### config.mk
export PLATFORM = sky130hd
export DESIGN_NAME = fifo_wr_sched_flat
export DESIGN_NICKNAME = d
export VERILOG_FILES = /design/src/rtl/fifo_wr_sched_if.sv /design/src/rtl/fifo_wr_sched.sv /design/src/flat_wrapper.sv
export SDC_FILE = /design/constraint.sdc
export NUM_CORES = 1
export LEC_CHECK = 0
export BUFFER_PORTS_ARGS = -buffer_cell sky130_fd_sc_hd__clkbuf_2
export CORE_ASPECT_RATIO = 0.5
export CORE_MARGIN = 5
export CORE_UTILIZATION = 50
export CTS_CLUSTER_SIZE = 20
export DETAILED_ROUTE_END_ITERATION = 7
export PLACE_DENSITY = 0.81
export SLEW_MARGIN = 20
export SYNTH_ARGS = -nofsm -noshare
export SYNTH_HDL_FRONTEND = slang
export SYNTH_SLANG_ARGS = --single-unit
export TNS_END_PERCENT = 100
### constraint.sdc
create_clock -name fifo_wr_clk -period 7.6 [get_ports fifo_wr_clk]
set_input_delay 1.52 -clock fifo_wr_clk [delete_from_list [all_inputs] [get_ports fifo_wr_clk]]
set_output_delay 1.52 -clock fifo_wr_clk [all_outputs]
set_load 0.03 [all_outputs]
### src/rtl/fifo_wr_sched_if.sv
// Signal bundle between the FIFO write scheduler and its surroundings
// (frame control, upstream stream handshake, FIFO status, status outputs).
interface fifo_wr_sched_if;
   logic        sched_en;
   logic        frame_start;
   logic        axis_data_en;
   logic        axis_data_requst;
   logic        fifo_wr_en;
   logic        fifo_full;
   logic [9:0]  fifo_wr_cnt;
   logic        lcd_framesync;
   logic [10:0] pix_cnt;
   logic [9:0]  line_cnt;
   logic        frame_busy;
   logic        frame_done;
   logic        sync_err;
   logic        ovf_err;

   // master: the scheduler itself
   modport master (
      input  sched_en, frame_start, axis_data_en, fifo_full, fifo_wr_cnt,
      output axis_data_requst, fifo_wr_en, lcd_framesync, pix_cnt, line_cnt,
             frame_busy, frame_done, sync_err, ovf_err
   );

   // slave: the environment feeding and observing the scheduler
   modport slave (
      output sched_en, frame_start, axis_data_en, fifo_full, fifo_wr_cnt,
      input  axis_data_requst, fifo_wr_en, lcd_framesync, pix_cnt, line_cnt,
             frame_busy, frame_done, sync_err, ovf_err
   );
endinterface

### src/rtl/fifo_wr_sched.sv
// Pulls one LCD frame from an upstream stream into a line FIFO in bursts,
// only requesting a burst when the FIFO has room for all of it.
//
// state     | meaning
// ----------+-----------------------------------------------------------
// IDLE      | no frame in progress, waiting for frame_start & sched_en
// WAIT_ROOM | waiting until the next burst fits under FIFO_HI
// BURST     | requesting beats upstream, writing each accepted beat
// DONE      | one-cycle marker after the last beat of the frame
module fifo_wr_sched #(
   parameter int H_ACTIVE  = 800,
   parameter int V_ACTIVE  = 480,
   parameter int BURST_LEN = 64,
   parameter int FIFO_HI   = 768
) (
   input  logic          fifo_wr_clk,
   input  logic          rst,
   fifo_wr_sched_if.master bus
);

   typedef enum logic [1:0] {IDLE, WAIT_ROOM, BURST, DONE} state_t;

   localparam logic [10:0] H_L    = 11'(H_ACTIVE);
   localparam logic [10:0] H_LAST = 11'(H_ACTIVE - 1);
   localparam logic [9:0]  V_LAST = 10'(V_ACTIVE - 1);
   localparam logic [10:0] B_L    = 11'(BURST_LEN);
   localparam logic [10:0] HI_L   = 11'(FIFO_HI);

   state_t      state_q, state_d;
   logic [10:0] pix_q, pix_d;
   logic [9:0]  line_q, line_d;
   logic [6:0]  burst_q, burst_d;
   logic        ovf_q, ovf_d;
   logic        sync_q;

   logic        requst;
   logic        acc;
   logic [10:0] pix_base;
   logic [10:0] left;
   logic [10:0] rem;
   logic        room_ok;
   logic        burst_end;
   logic        line_last;
   logic        frame_last;
   logic        restart;

   assign requst = (state_q == BURST);
   assign acc    = requst & bus.axis_data_en & ~bus.fifo_full;

   // rem is sized from the pixel where the current burst began, so it stays
   // constant while pix_cnt advances inside the burst
   assign pix_base   = pix_q - {4'b0, burst_q};
   assign left       = H_L - pix_base;
   assign rem        = (left < B_L) ? left : B_L;
   assign room_ok    = ({1'b0, bus.fifo_wr_cnt} + rem) <= HI_L;
   assign burst_end  = ({4'b0, burst_q} == (rem - 11'd1));
   assign line_last  = (pix_q == H_LAST);
   assign frame_last = line_last & (line_q == V_LAST);
   assign restart    = bus.frame_start & (state_q != IDLE);

   always_comb begin
      state_d = state_q;
      pix_d   = pix_q;
      line_d  = line_q;
      burst_d = burst_q;
      ovf_d   = ovf_q | (requst & bus.axis_data_en & bus.fifo_full);
      case (state_q)
         IDLE: begin
            if (bus.frame_start & bus.sched_en) begin
               state_d = WAIT_ROOM;
               pix_d   = '0;
               line_d  = '0;
               burst_d = '0;
            end
         end
         WAIT_ROOM: begin
            if (room_ok) state_d = BURST;
         end
         BURST: begin
            if (acc) begin
               if (burst_end) begin
                  burst_d = '0;
                  if (line_last) begin
                     pix_d = '0;
                     if (frame_last) begin
                        line_d  = '0;
                        state_d = DONE;
                     end else begin
                        line_d  = line_q + 10'd1;
                        state_d = WAIT_ROOM;
                     end
                  end else begin
                     pix_d   = pix_q + 11'd1;
                     state_d = WAIT_ROOM;
                  end
               end else begin
                  pix_d   = pix_q + 11'd1;
                  burst_d = burst_q + 7'd1;
               end
            end
         end
         DONE:    state_d = IDLE;
         default: state_d = IDLE;
      endcase
      // a new frame_start outranks any burst or frame completion this cycle
      if (restart) begin
         state_d = bus.sched_en ? WAIT_ROOM : IDLE;
         pix_d   = '0;
         line_d  = '0;
         burst_d = '0;
      end
   end

   always_ff @(posedge fifo_wr_clk) begin
      if (rst) begin
         state_q <= IDLE;
         pix_q   <= '0;
         line_q  <= '0;
         burst_q <= '0;
         ovf_q   <= 1'b0;
         sync_q  <= 1'b0;
      end else begin
         state_q <= state_d;
         pix_q   <= pix_d;
         line_q  <= line_d;
         burst_q <= burst_d;
         ovf_q   <= ovf_d;
         sync_q  <= bus.frame_start;
      end
   end

   assign bus.axis_data_requst = requst;
   assign bus.fifo_wr_en       = acc;
   assign bus.lcd_framesync    = sync_q;
   assign bus.pix_cnt          = pix_q;
   assign bus.line_cnt         = line_q;
   assign bus.frame_busy       = (state_q != IDLE);
   assign bus.frame_done       = ~rst & acc & burst_end & frame_last & ~bus.frame_start;
   assign bus.sync_err         = ~rst & restart;
   assign bus.ovf_err          = ovf_q;

endmodule

### src/flat_wrapper.sv
// flat-port wrapper written by rule: the top's interface ports become plain ports
module fifo_wr_sched_flat 
#(
   parameter int H_ACTIVE  = 800,
   parameter int V_ACTIVE  = 480,
   parameter int BURST_LEN = 64,
   parameter int FIFO_HI   = 768
)
  (fifo_wr_clk, rst, bus_sched_en, bus_frame_start, bus_axis_data_en, bus_fifo_full, bus_fifo_wr_cnt, bus_axis_data_requst, bus_fifo_wr_en, bus_lcd_framesync, bus_pix_cnt, bus_line_cnt, bus_frame_busy, bus_frame_done, bus_sync_err, bus_ovf_err);
  fifo_wr_sched_if bus_i ();
  input  logic fifo_wr_clk;
  input  logic rst;
  input wire logic [$bits(bus_i.sched_en)-1:0] bus_sched_en;
  input wire logic [$bits(bus_i.frame_start)-1:0] bus_frame_start;
  input wire logic [$bits(bus_i.axis_data_en)-1:0] bus_axis_data_en;
  input wire logic [$bits(bus_i.fifo_full)-1:0] bus_fifo_full;
  input wire logic [$bits(bus_i.fifo_wr_cnt)-1:0] bus_fifo_wr_cnt;
  output wire logic [$bits(bus_i.axis_data_requst)-1:0] bus_axis_data_requst;
  output wire logic [$bits(bus_i.fifo_wr_en)-1:0] bus_fifo_wr_en;
  output wire logic [$bits(bus_i.lcd_framesync)-1:0] bus_lcd_framesync;
  output wire logic [$bits(bus_i.pix_cnt)-1:0] bus_pix_cnt;
  output wire logic [$bits(bus_i.line_cnt)-1:0] bus_line_cnt;
  output wire logic [$bits(bus_i.frame_busy)-1:0] bus_frame_busy;
  output wire logic [$bits(bus_i.frame_done)-1:0] bus_frame_done;
  output wire logic [$bits(bus_i.sync_err)-1:0] bus_sync_err;
  output wire logic [$bits(bus_i.ovf_err)-1:0] bus_ovf_err;
  assign bus_i.sched_en = bus_sched_en;
  assign bus_i.frame_start = bus_frame_start;
  assign bus_i.axis_data_en = bus_axis_data_en;
  assign bus_i.fifo_full = bus_fifo_full;
  assign bus_i.fifo_wr_cnt = bus_fifo_wr_cnt;
  assign bus_axis_data_requst = bus_i.axis_data_requst;
  assign bus_fifo_wr_en = bus_i.fifo_wr_en;
  assign bus_lcd_framesync = bus_i.lcd_framesync;
  assign bus_pix_cnt = bus_i.pix_cnt;
  assign bus_line_cnt = bus_i.line_cnt;
  assign bus_frame_busy = bus_i.frame_busy;
  assign bus_frame_done = bus_i.frame_done;
  assign bus_sync_err = bus_i.sync_err;
  assign bus_ovf_err = bus_i.ovf_err;
  fifo_wr_sched #(.H_ACTIVE(H_ACTIVE), .V_ACTIVE(V_ACTIVE), .BURST_LEN(BURST_LEN), .FIFO_HI(FIFO_HI)) u_core (.fifo_wr_clk(fifo_wr_clk), .rst(rst), .bus(bus_i));
endmodule
After elaboration in Yosys (flattened, before gate mapping)

Index checks and enable logic that the tools add are counted.

$add $sub $neg: 7
Order comparisons: 2
Equal/unequal tests: 14
Mux-type cells: 25
Bitwise gates (word level): 15
Reductions and logical operators: 7

Operator list:

| kind                   | number |
|---|---|
| $mux 11                | 5 |
| $mux 10                | 5 |
| $pmux 11 s2            | 1 |
| $mux 7                 | 3 |
| $pmux 10 s2            | 1 |
| $mux 2                 | 7 |
| $pmux 7 s2             | 1 |
| $add 10x11->11         | 1 |
| $add 11x1->11 const B  | 1 |
| $and 1x1->1            | 11 |
| $eq 11x10->1 const B   | 1 |
| $eq 7x11->1            | 1 |
| $le 11x10->1 const B   | 1 |
| $lt 11x7->1 const B    | 1 |
| $sub 10x11->11 const A | 1 |
| $sub 11x1->11 const B  | 1 |
| $sub 11x7->11          | 1 |
| $add 10x1->10 const B  | 1 |
| $eq 10x9->1 const B    | 1 |
| $pmux 2 s4             | 1 |
| $add 7x1->7 const B    | 1 |
| $ne 2x2->1 const B     | 3 |
| $ne 3x1->1 const B     | 2 |
| $ne 3x3->1 const B     | 2 |
| other kinds (12)       | 16 |

Bits in registers: 32
Bits of input ports: 16
Logic and storage cells: 76

Depth between registers and ports, before layout

Gate-level depths: netlist (run 1).

Word-level depth: 10
Mapped depth: 23
Gate-level depth less buffers: 22

Worst setup path before layout (run 1)

No wires, ideal clock.

Kind: flip-flop to output port
From: register u_core.pix_q[1], in the netlist u_core.bus.pix_cnt[1]
To: output port bus_frame_done
Arrival time: 5.407 ns
Slack: 0.673 ns
Cell stages (with the launch flop): 20
Buffers on the path: 1
Path through: dfxtp_1 inv_1 ha_1 ha_1 fa_1 nand3_1 a21oi_1 mux2_2 a2111oi_2 and3_1 buf_4 nand2b_1 ha_1 xnor2_1 a211o_1 nor3_1 a22oi_1 nor4_4 mux2i_4 nor4_1

Cells in the longest elaborated chain, start to end: 9

Ends and longest elaborated chain:

| item                         | line                 | text |
|---|---|---|
| start: declaration           | fifo_wr_sched.sv:30  | `logic [10:0] pix_q, pix_d;` |
| start signal: assignment     | fifo_wr_sched.sv:124 | `pix_q <= pix_d;` |
| $sub 11x7->11                | fifo_wr_sched.sv:52  | `assign pix_base = pix_q - {4'b0, burst_q};` |
| $sub 10x11->11               | fifo_wr_sched.sv:53  | `assign left = H_L - pix_base;` |
| $lt 11x7->1                  | fifo_wr_sched.sv:54  | `assign rem = (left < B_L) ? left : B_L;` |
| $mux 11                      | fifo_wr_sched.sv:54  |  |
| $sub 11x1->11                | fifo_wr_sched.sv:56  | `assign burst_end = ({4'b0, burst_q} == (rem - 11'd1));` |
| $eq 7x11->1                  | fifo_wr_sched.sv:56  |  |
| $and 1x1->1                  | fifo_wr_sched.sv:138 | `assign bus.frame_done = ~rst & acc & burst_end & frame_last & ~bus.frame_start;` |
| $and 1x1->1 (*) (2 in a row) | fifo_wr_sched.sv:138 |  |
| end: declaration             | flat_wrapper.sv:24   | `output wire logic [$bits(bus_i.frame_done)-1:0] bus_frame_done;` |

Mark *: on every way between the ends. The rest lies on a longest branch, timed or not.

Worst setup path in the final report (run 1)

From: register u_core.burst_q[4]
To: output port bus_frame_done

Cells in the longest elaborated chain, start to end: 9

Ends and longest elaborated chain:

| item                         | line                 | text |
|---|---|---|
| start: declaration           | fifo_wr_sched.sv:32  | `logic [6:0] burst_q, burst_d;` |
| start signal: assignment     | fifo_wr_sched.sv:126 | `burst_q <= burst_d;` |
| $sub 11x7->11                | fifo_wr_sched.sv:52  |  |
| $sub 10x11->11               | fifo_wr_sched.sv:53  |  |
| $lt 11x7->1                  | fifo_wr_sched.sv:54  |  |
| $mux 11                      | fifo_wr_sched.sv:54  |  |
| $sub 11x1->11                | fifo_wr_sched.sv:56  |  |
| $eq 7x11->1 (*)              | fifo_wr_sched.sv:56  |  |
| $and 1x1->1 (*) (3 in a row) | fifo_wr_sched.sv:138 |  |

Marks and branches as above.

==> key figures, run 1 <==
Die
  • I/O pin cnt: 44
  • Core area: 5630 µm²
  • Die Span Y: 64.6 µm
  • Die area: 7690 µm²
  • Die outline width: 119 µm
  • Site row count: 19
  • Initial Util: 0.528

Drt
  • Final ANT Viol Nets: 0
  • Via Count: 2836
  • Initial DRC count: 235
  • Vias per Instance: 5.90
  • Drt drc: 0
  • Post-Route WL: 7.40 mm
  • Drt pass-1 iters: 5
  • Wirelength per Cell: 15.4 µm

Timing
  • Worst-margin pin slew: 1.09 ns
  • Ratio of final minimum period to clock period: 0.927
  • Clk_skew: 0.00806 ns
  • Fin. Hold Viols: 0
  • Final setup fails: 0
  • Min Tclk post-route: 7.05 ns
  • Worst setup margin: 0.553 ns
  • Achievable Freq: 142 MHz
  • Max-slew violation count: 0
  • Unrepaired setup endpoints after global routing: false
  • Relative slew slack: 0.265
  • Worst hold margin: 0.488 ns
  • Setup TNS: 0 ns

Clocking
  • Root buffer cell: clkbuf_16
  • CTS buffer count: 5
  • Clock-pin slew of the registers on the worst-case setup and hold paths: 0.06 ns
  • # Post-CTS Setup Buffers: 0
  • CTS tree: built
  • # H-tree levels: 2
  • CTS Sinks: 32
  • Clock Path Buffers: 2
  • # hold bufs at CTS: 0
  • Post-CTS Resized: 0
  • Worst-Skew Late Latency: 0.29 ns

Global route
  • Largest net degree at the start of global routing: 22
  • First-pass GRT wire length: 12.8 mm
  • Antenna violations before repair: 0
  • Vias in the first global route: 2699
  • Global route total overflow: 0
  • GR Util All Layers: 0.202

Cells and area
  • Share of layout cells above drive strength 1: 0.169
  • Fin nets: 456
  • Multi-input logic area: 2220 µm²
  • Fin cells: 481
  • Antenna fix cells: 0
  • Fillers: 496
  • Layout area overhead: 15.2%
  • Register area: 641 µm²

Yosys
  • Syn Inst Count: 363
  • Yosys Warn Count: 0
  • Number of distinct library cells after synthesis: 62
  • EDFF count, synth: 0
  • Syn avg cell area: 8.20 µm²
  • Synthesized area: 2980 µm²
  • Ys flop type: dfxtp_1
  • FF+latch count, synth: 32
  • Ys async rst share: 0
  • Sequential share of the synthesized area: 0.215

Power and ir drop
  • Pwr dens: 157 nW/µm²
  • Final Total Pwr: 537 µW
  • P_leak: 1.53 nW
  • VDD IR max: 0.0000922 V

Job
  • Max-cap violations: 0

Setup path
  • CP peak stage delay: 0.56 ns
  • Top delay family on crit path: simple AND/OR/NAND/NOR gates
  • Most frequent CP cell: ha_1
  • Reg-to-Reg End: u_core.bus.line_cnt[9]$_SDFFE_PP0P_
  • Worst path arrival time: 5.53 ns
  • Worst path cell trace: ha_1 > ha_1 > nand3_1 > a21oi_1 > mux2_2 > a2111oi_2 > and3_2 > nand2b_1 > ha_1 > xnor2_1 > a211o_1 > nor3_1 > a22oi_1 > nor4_4 > mux2i_4 > nor4_1 > clkbuf_2
  • Flop2flop setup slack: 2.00 ns
  • CP endpoint kind: output pin
  • Crit path max fanout: 11
  • Critical path type: flop to output pin
  • FF-to-FF path depth: 16
  • CP required: 6.08 ns
  • Buf+Inv Stages, Crit Path: 1
  • Worst r2r src: u_core.burst_q[4]$_SDFFE_PP0P_
  • Slowest stage cell, crit path: dfxtp_1
  • Setup crit start kind: flop

Status
  • Outcome: finished clean

Place
  • IO Port Bufs: 43
  • DP HPWL: 5.68 mm
  • Dpl ws: 0.806 ns
  • RD Place Congestion: 0.879
  • Placed insts: 473

Hold path
  • Hold_sp: u_core.bus.ovf_err$_SDFF_PP0_
  • Hold Path Depth: 2
  • Worst Hold Path EP: u_core.bus.ovf_err$_SDFF_PP0_
  • Worst Hold Class: flop to flop
[routing by layer]
layer	wire [µm]	global-route usage	vias to the layer above	share of wire
met2	3210	0.315	82	0.43
met3	379	0.0504	10	0.051
met5	0	0	-	0
met4	102	0.0577	0	0.014
li1	-	-	1429	-
met1	3700	0.279	1315	0.50
[cell families (layout without fill, tap and decap cells)]
kind of cell | count (synthesis) | in the layout | share of synthesized area
other | 1 | 3 | 0.00126
DFF | 32 | 32 | 0.215
adders and majority gates | 33 | 33 | 0.144
AOI/OAI and AO/OA | 90 | 90 | 0.217
buffers and inverters | 30 | 73 | 0.0404
and+or+nand+nor | 146 | 146 | 0.275
xor gates and xnor gates | 26 | 26 | 0.0857
muxes | 5 | 5 | 0.0214
[cell usage after synthesis (3+ instances only)]
library cell  number  share of area
nand3_1           12          0.020
mux2i_1            3          0.010
xor2_1             8          0.024
a21o_1             5          0.013
a31oi_1            6          0.013
and3_1             8          0.017
nand3b_1           7          0.018
and4_1             6          0.018
or2_2              3         0.0063
and2_1             7          0.015
dfxtp_1           32           0.22
nor4_1             4         0.0084
inv_1             20          0.025
xnor2_1           16          0.047
a21boi_0           3         0.0076
a21oi_1           18          0.030
ha_1              31           0.13
a211oi_1           6          0.015
clkbuf_1           7         0.0088
o31ai_1           13          0.033
nand2_1           19          0.024
o21ai_0           14          0.024
nor2_1            38          0.048
nor3_1             9          0.015
nor3b_1            5          0.013
nand2b_1           8          0.017
nand4_1            5          0.011
nor2b_1            4         0.0084
[metrics by stage]
stage | utilization | instance area, µm²
6_report | 0.608 | 3430
5_1_grt | 0.608 | 3430
4_1_cts | 0.608 | 3430
3_5_place_dp | 0.579 | 3260
3_3_place_gp | 0.579 | 3260
2_1_floorplan | - | 2980
[cell type report]
cell class / count / share of cell area
Tap cell: 73 / 0.0266
Clock inverter: 3 / 0.0124
Multi-Input combinational cell: 303 / 0.649
Inverter: 21 / 0.0237
Clock buffer: 5 / 0.0365
Timing Repair Buffer: 44 / 0.0650
Sequential cell: 32 / 0.187
[worst register-to-register path, stage by stage, from the launching register on]
cell       delay [ns]
dfxtp_1          0.56
ha_1             0.31
ha_1             0.33
nand3_1          0.12
a21oi_1          0.31
mux2_2           0.39
a2111oi_2        0.36
and3_2           0.35
nand2b_1         0.10
ha_1             0.31
xnor2_1          0.24
a211o_1          0.18
o41ai_2          0.10
and2_1           0.22
o31ai_1          0.92
nor2_1           0.45
a31oi_1          0.27
[how the worst max path moves through the flow]
stage                      to  cells after the start                          startpoint
2_1_floorplan  bus_frame_done                     19  u_core.bus.pix_cnt[1]$_SDFFE_PP0P_
3_3_place_gp   bus_frame_done                     20      u_core.burst_q[0]$_SDFFE_PP0P_
3_5_place_dp   bus_frame_done                     17      u_core.burst_q[4]$_SDFFE_PP0P_
4_1_cts        bus_frame_done                     17      u_core.burst_q[4]$_SDFFE_PP0P_
5_1_grt        bus_frame_done                     17      u_core.burst_q[4]$_SDFFE_PP0P_
6_report       bus_frame_done                     17      u_core.burst_q[4]$_SDFFE_PP0P_
[sequential cells by signal, summed over array words and instances (netlist names)]
name / cells
u_core.bus.ovf_err: 1
u_core.bus.lcd_framesync: 1
u_core.bus.line_cnt: 10
u_core.burst_q: 7
u_core.state_q: 2
u_core.bus.pix_cnt: 11
[power breakdown]
group          internal [mW]  total, mW  switching [mW]  leakage, nW
clock network          0.154      0.233          0.0788       0.0798
registers              0.171      0.176         0.00493        0.258
logic                 0.0511      0.128          0.0770         1.19
[cells in the final DEF, fill, tap and decap left out, types with 6 or more instances in the layout]
master / count
xnor2_1: 16
a21oi_1: 18
nand2_1: 19
ha_1: 31
and3_1: 7
o31ai_1: 13
nand2b_1: 8
nor3_1: 9
a31oi_1: 6
xor2_1: 8
nand3_1: 12
clkbuf_2: 43
nand3b_1: 7
nor2_1: 38
a211oi_1: 6
dfxtp_1: 32
and4_1: 6
o21ai_0: 14
and2_1: 7
inv_1: 20
Note: power is estimated with default switching activity, not from simulation.
==> inputs of run 2 (changes only) <==
--- a/config.mk
+++ b/config.mk
@@ -8,10 +8,10 @@
 export BUFFER_PORTS_ARGS = -buffer_cell sky130_fd_sc_hd__clkbuf_2
 export CORE_ASPECT_RATIO = 0.5
 export CORE_MARGIN = 5
-export CORE_UTILIZATION = 50
+export CORE_UTILIZATION = 58
 export CTS_CLUSTER_SIZE = 20
 export DETAILED_ROUTE_END_ITERATION = 7
-export PLACE_DENSITY = 0.81
+export PLACE_DENSITY = 0.91
 export SLEW_MARGIN = 20
 export SYNTH_ARGS = -nofsm -noshare
 export SYNTH_HDL_FRONTEND = slang
==> run 2 against run 1 <==
  * Global-route usage rose by 2.5 points
  * Clock skew fell by 0.0055 ns
  * Core utilization rose by 7.4 points
  * Sequential power about the same
  * Power decreased by 9.7%
  * Fmax fell by 0.77%
  * Clock power shrank 23%
  * Die area fell by 12%
  * Critical path depth is the same
  * Via count increased by 1.9%
  * Critical path type unchanged
  * Critical endpoint unchanged
  * Largest cell class unchanged
  * Largest power group unchanged
  * Highest routed layer unchanged
==> key figures, run 2 (synthesis results as in run 1) <==
Status
  • Outcome: finished clean

Global route
  • Vias in the first global route: 2712
  • Global route total overflow: 0
  • First-pass GRT wire length: 12.7 mm
  • GR Util All Layers: 0.226
  • Antenna violations before repair: 0
  • Largest net degree at the start of global routing: 22

Setup path
  • Crit path max fanout: 11
  • Worst path cell trace: ha_1 > ha_1 > nand3_1 > a21oi_1 > mux2_2 > a2111oi_2 > and3_1 > nand2b_1 > ha_1 > xnor2_1 > a211o_1 > nor3_1 > a22oi_1 > nor4_4 > mux2i_4 > nor4_1 > clkbuf_2
  • Flop2flop setup slack: 1.94 ns
  • Critical path type: flop to output pin
  • Worst path arrival time: 5.58 ns
  • Worst r2r src: u_core.burst_q[4]$_SDFFE_PP0P_
  • Most frequent CP cell: ha_1
  • End of the critical path: bus_frame_done
  • CP required: 6.08 ns
  • FF-to-FF path depth: 16
  • CP startpoint: u_core.burst_q[4]$_SDFFE_PP0P_
  • CP endpoint kind: output pin
  • Slowest stage cell, crit path: dfxtp_1
  • Reg-to-Reg End: u_core.bus.line_cnt[9]$_SDFFE_PP0P_
  • CP peak stage delay: 0.59 ns
  • Setup crit start kind: flop

Power and ir drop
  • VDD IR max: 0.000105 V
  • Pwr dens: 143 nW/µm²
  • P_leak: 1.51 nW

Timing
  • Ratio of final minimum period to clock period: 0.934
  • Relative slew slack: 0.304
  • Clk_skew: 0.00256 ns
  • Max-slew violation count: 0
  • Fin. Hold Viols: 0
  • Min Tclk post-route: 7.10 ns
  • Achievable Freq: 141 MHz
  • Setup TNS: 0 ns
  • Worst-margin pin slew: 1.04 ns
  • Unrepaired setup endpoints after global routing: false
  • Final setup fails: 0

Drt
  • Drt drc: 0
  • Post-Route WL: 7.40 mm
  • Initial DRC count: 241
  • Via Count: 2889
  • Wirelength per Cell: 15.5 µm
  • Final ANT Viol Nets: 0
  • Drt pass-1 iters: 4
  • Vias per Instance: 6.04

Cells and area
  • Fillers: 421
  • Fin cells: 478
  • Final core utilization: 0.683
  • Largest register FFs: 11
  • Most frequent cells in the layout: clkbuf_2 (43), nor2_1 (38), dfxtp_1 (32)
  • Antenna fix cells: 0
  • Layout area overhead: 13.6%
  • Fin nets: 456
  • Commonest non-fill, non-tap cell in the layout: clkbuf_2
  • Share of layout cells above drive strength 1: 0.167

Clocking
  • Worst-Skew Late Latency: 0.28 ns
  • CTS Sinks: 32
  • Root buffer cell: clkbuf_8
  • # hold bufs at CTS: 0
  • # Post-CTS Setup Buffers: 0
  • CTS buffer count: 5
  • Post-CTS Resized: 0
  • CTS tree: built
  • Clock-pin slew of the registers on the worst-case setup and hold paths: 0.07 ns
  • Clock Path Buffers: 2
  • # H-tree levels: 2

Die
  • Die area: 6750 µm²
  • I/O pin cnt: 44
  • Die Span Y: 60.7 µm
  • Core area: 4950 µm²
  • Die outline width: 111 µm
  • Site row count: 18
  • Initial Util: 0.601

Place
  • RD Place Congestion: 0.909
  • DP HPWL: 5.60 mm
  • IO Port Bufs: 43
  • Placed insts: 470

Hold path
  • Worst Hold Class: flop to flop

Job
  • Max-cap violations: 0
## run 2: changes by cell type in the layout (fill, tap and decap cells not counted), sizes merged
cell,before,now
clkbuf,48,50
clkinv,1,0
clkinvlp,1,0
## run 2: power by group
group	internal [mW]	total (mW)	switching [mW]
combinational	0.0515	0.130	0.0785
clock	0.116	0.179	0.0634
sequential	0.171	0.176	0.00496
## run 2: worst min-delay path by stage
stage | depth (start not counted) | end | slack, ns | startpoint
after global routing | 2 | u_core.bus.line_cnt[6]$_SDFFE_PP0P_ | 0.54 | u_core.bus.line_cnt[6]$_SDFFE_PP0P_
after detailed placement | 2 | u_core.bus.ovf_err$_SDFF_PP0_ | 0.48 | u_core.bus.ovf_err$_SDFF_PP0_
after CTS | 2 | u_core.bus.line_cnt[3]$_SDFFE_PP0P_ | 0.50 | u_core.bus.line_cnt[3]$_SDFFE_PP0P_
after global placement | 2 | u_core.bus.ovf_err$_SDFF_PP0_ | 0.47 | u_core.bus.ovf_err$_SDFF_PP0_
after floorplan | 2 | u_core.burst_q[0]$_SDFFE_PP0P_ | 0.49 | u_core.burst_q[0]$_SDFFE_PP0P_
final | 2 | u_core.bus.ovf_err$_SDFF_PP0_ | 0.49 | u_core.bus.ovf_err$_SDFF_PP0_
## run 2: area by class of cell
class                           instances  area (µm²)  area share
Timing Repair Buffer                   44         223      0.0659
Multi-Input combinational cell        303        2220       0.657
Sequential cell                        32         641       0.189
Clock inverter                          1        30.0     0.00888
Clock buffer                            7        96.3      0.0285
Inverter                               21        81.3      0.0240
Tap cell                               70        87.6      0.0259
## run 2: through the flow
step | area, µm² | setup WS (ns) | hold slack [ns] | power, mW
detailed placement | 3260 | 0.894 | 0.485 | 0.305
global route | 3380 | 0.102 | 0.542 | 0.509
floorplan | 2980 | 0.673 | 0.489 | 0.277
finish | 3380 | 0.499 | 0.494 | 0.485
CTS | 3380 | 0.540 | 0.497 | 0.486
global placement | 3260 | 1.09 | 0.469 | 0.302
## run 2: critical path: cells and delay by family, from the launching register on
| family | cells | cell delay, ns |
|---|---|---|
| AO/OA/AOI/OAI | 4 | 1.15 |
| XOR/XNOR | 1 | 0.15 |
| adder cells (fa/ha/maj) | 3 | 0.97 |
| buffers and inverters | 1 | 0.26 |
| flip-flops | 1 | 0.59 |
| multiplexers | 2 | 0.57 |
| AND/OR/NAND/NOR | 6 | 1.61 |
## run 2: layer usage
layer  wire length [µm]  GRT usage  vias up
li1                   -          -     1431
met1               3500      0.318     1342
met2               3280      0.368      106
met3                548     0.0498       10
met4                 74     0.0416        0
met5                  0          0        -
==> inputs of run 3 (changes only) <==
--- a/config.mk
+++ b/config.mk
@@ -7,7 +7,6 @@
 export LEC_CHECK = 0
 export BUFFER_PORTS_ARGS = -buffer_cell sky130_fd_sc_hd__clkbuf_2
 export CORE_ASPECT_RATIO = 0.5
-export CORE_MARGIN = 5
 export CORE_UTILIZATION = 58
 export CTS_CLUSTER_SIZE = 20
 export DETAILED_ROUTE_END_ITERATION = 7
==> run 3 against run 2 <==
  * Global-route usage up 8.5 points
  * Fmax down 1.2%
  * Hold slack worse by 0.030 ns
  * Clock skew about the same
  * Clock power down 20%
  * Cell area down 0.89%
  * First-iteration DRC count down 4.1%
  * Flip-flop and latch count unchanged
  * Highest routed layer unchanged
==> key figures, run 3 (synthesis results as in run 1) <==
Cells and area
  • Largest register FFs: 11
  • Fillers: 358
  • Antenna fix cells: 0
  • Finished Cell Area: 3350 µm²
  • Most frequent cells in the layout: clkbuf_2 (43), nor2_1 (38), dfxtp_1 (32)
  • Commonest non-fill, non-tap cell in the layout: clkbuf_2
  • Layout area overhead: 12.6%
  • Share of layout cells above drive strength 1: 0.167
  • Fin nets: 456

Power and ir drop
  • Power share of the clock group: 0.316
  • VDD IR max: 0.0000844 V
  • Gate power share: 0.298
  • Pwr dens: 136 nW/µm²
  • P_leak: 1.50 nW
  • Internal cell power: 303 µW
  • Final Total Pwr: 456 µW
  • Sw frac: 0.335
  • Seq pwr share: 0.386
  • Switching power: 153 µW

Timing
  • Relative slew slack: 0.449
  • Worst-margin pin slew: 0.805 ns
  • Max-slew violation count: 0
  • Fin. Hold Viols: 0
  • Achievable Freq: 139 MHz
  • Unrepaired setup endpoints after global routing: false
  • Setup TNS: 0 ns
  • Ratio of final minimum period to clock period: 0.946
  • Final setup fails: 0
  • Min Tclk post-route: 7.19 ns
  • Clk_skew: 0.00259 ns

Setup path
  • FF-to-FF path depth: 20
  • Worst path arrival time: 5.67 ns
  • Crit path max fanout: 8
  • Setup crit start kind: flop
  • CP startpoint: u_core.burst_q[0]$_SDFFE_PP0P_
  • Critical path type: flop to output pin
  • CP endpoint kind: output pin
  • Worst r2r src: u_core.burst_q[0]$_SDFFE_PP0P_
  • End of the critical path: bus_frame_done
  • Reg-to-Reg End: u_core.state_q[1]$_SDFFE_PP0P_
  • Flop2flop setup slack: 1.92 ns
  • CP required: 6.08 ns

Clocking
  • CTS buffer count: 5
  • # hold bufs at CTS: 0
  • # H-tree levels: 2
  • Worst-Skew Late Latency: 0.28 ns
  • CTS Sinks: 32
  • CTS tree: built
  • Post-CTS Resized: 0
  • Clock Path Buffers: 2
  • Root buffer cell: clkbuf_8
  • Clock-pin slew of the registers on the worst-case setup and hold paths: 0.07 ns
  • # Post-CTS Setup Buffers: 0

Die
  • I/O pin cnt: 44
  • Site row count: 17
  • Initial Util: 0.639
  • Die area: 5440 µm²
  • Core area: 4660 µm²
  • Die outline width: 103 µm
  • Die Span Y: 52.7 µm

Drt
  • Drt pass-1 iters: 5
  • Initial DRC count: 231
  • Vias per Instance: 6.29
  • Wirelength per Cell: 16.3 µm
  • Final ANT Viol Nets: 0
  • Post-Route WL: 7.73 mm
  • Via Count: 2977
  • Drt drc: 0

Global route
  • Global route total overflow: 0
  • Antenna violations before repair: 0
  • Vias in the first global route: 2823
  • Largest net degree at the start of global routing: 22
  • GR Util All Layers: 0.312
  • First-pass GRT wire length: 13.0 mm

Status
  • Outcome: finished clean

Place
  • DP HPWL: 5.94 mm
  • Post-DP Area: 3250 µm²
  • RD Place Congestion: 0.951
  • IO Port Bufs: 43

Hold path
  • Worst Hold Class: flop to flop

Job
  • Max-cap violations: 0
==> run 3: area by class of cell <==
class                           count  area [µm²]  area share
Clock buffer                        7        96.3      0.0287
Inverter                           21        81.3      0.0243
Multi-Input combinational cell    303        2230       0.665
Sequential cell                    32         641       0.191
Tap cell                           66        82.6      0.0246
Timing Repair Buffer               44         223      0.0664
==> run 3: stage by stage <==
step                utilization  setup WS (ns)  instances  hold slack (ns)
floorplan                     -          0.673        365            0.489
detailed placement        0.698          0.822        466            0.453
finish                    0.720          0.412        473            0.465
global placement          0.698           1.03        466            0.453
global route              0.720          0.180        473            0.498
CTS                       0.719          0.498        473            0.469
==> run 3: worst min path at each step <==
stage / end / slack, ns / cells past startpoint / start
after global routing: u_core.bus.ovf_err$_SDFF_PP0_ / 0.50 / 2 / u_core.bus.ovf_err$_SDFF_PP0_
after detailed placement: u_core.bus.ovf_err$_SDFF_PP0_ / 0.45 / 2 / u_core.bus.ovf_err$_SDFF_PP0_
final: u_core.bus.ovf_err$_SDFF_PP0_ / 0.46 / 2 / u_core.bus.ovf_err$_SDFF_PP0_
after global placement: u_core.bus.ovf_err$_SDFF_PP0_ / 0.45 / 2 / u_core.bus.ovf_err$_SDFF_PP0_
after floorplan: u_core.burst_q[0]$_SDFFE_PP0P_ / 0.49 / 2 / u_core.burst_q[0]$_SDFFE_PP0P_
after CTS: u_core.bus.ovf_err$_SDFF_PP0_ / 0.47 / 2 / u_core.bus.ovf_err$_SDFF_PP0_
==> run 3: critical path, cell delays in order (launching register included) <==
cell,delay [ns]
dfxtp_1,0.42
inv_1,0.09
ha_1,0.19
inv_1,0.06
ha_1,0.18
fa_1,0.27
nand3_1,0.12
a21oi_1,0.35
mux2_2,0.39
a2111oi_2,0.36
and3_1,0.43
nand2b_1,0.14
ha_1,0.33
xnor2_1,0.16
a211o_1,0.31
nor3_1,0.16
a22oi_1,0.15
nor4_4,0.47
mux2i_4,0.18
nor4_1,0.36
clkbuf_2,0.27
==> run 3: metal layers <==
| layer | vias up | wire (µm) | track usage | share of wire |
|---|---|---|---|---|
| met5 | - | 0 | 0 | 0 |
| met1 | 1393 | 3450 | 0.392 | 0.45 |
| met4 | 0 | 112 | 0.0892 | 0.014 |
| met2 | 130 | 3590 | 0.530 | 0.46 |
| li1 | 1436 | - | - | - |
| met3 | 18 | 575 | 0.0800 | 0.074 |
==> run 3: power by group through the flow <==
stage	sequential, mW	combinational, mW	clock (mW)
2_1_floorplan	0.182	0.0957	0
3_3_place_gp	0.179	0.123	0
3_5_place_dp	0.180	0.130	0
4_1_cts	0.176	0.131	0.145
5_1_grt	0.177	0.148	0.153
6_report	0.176	0.136	0.144
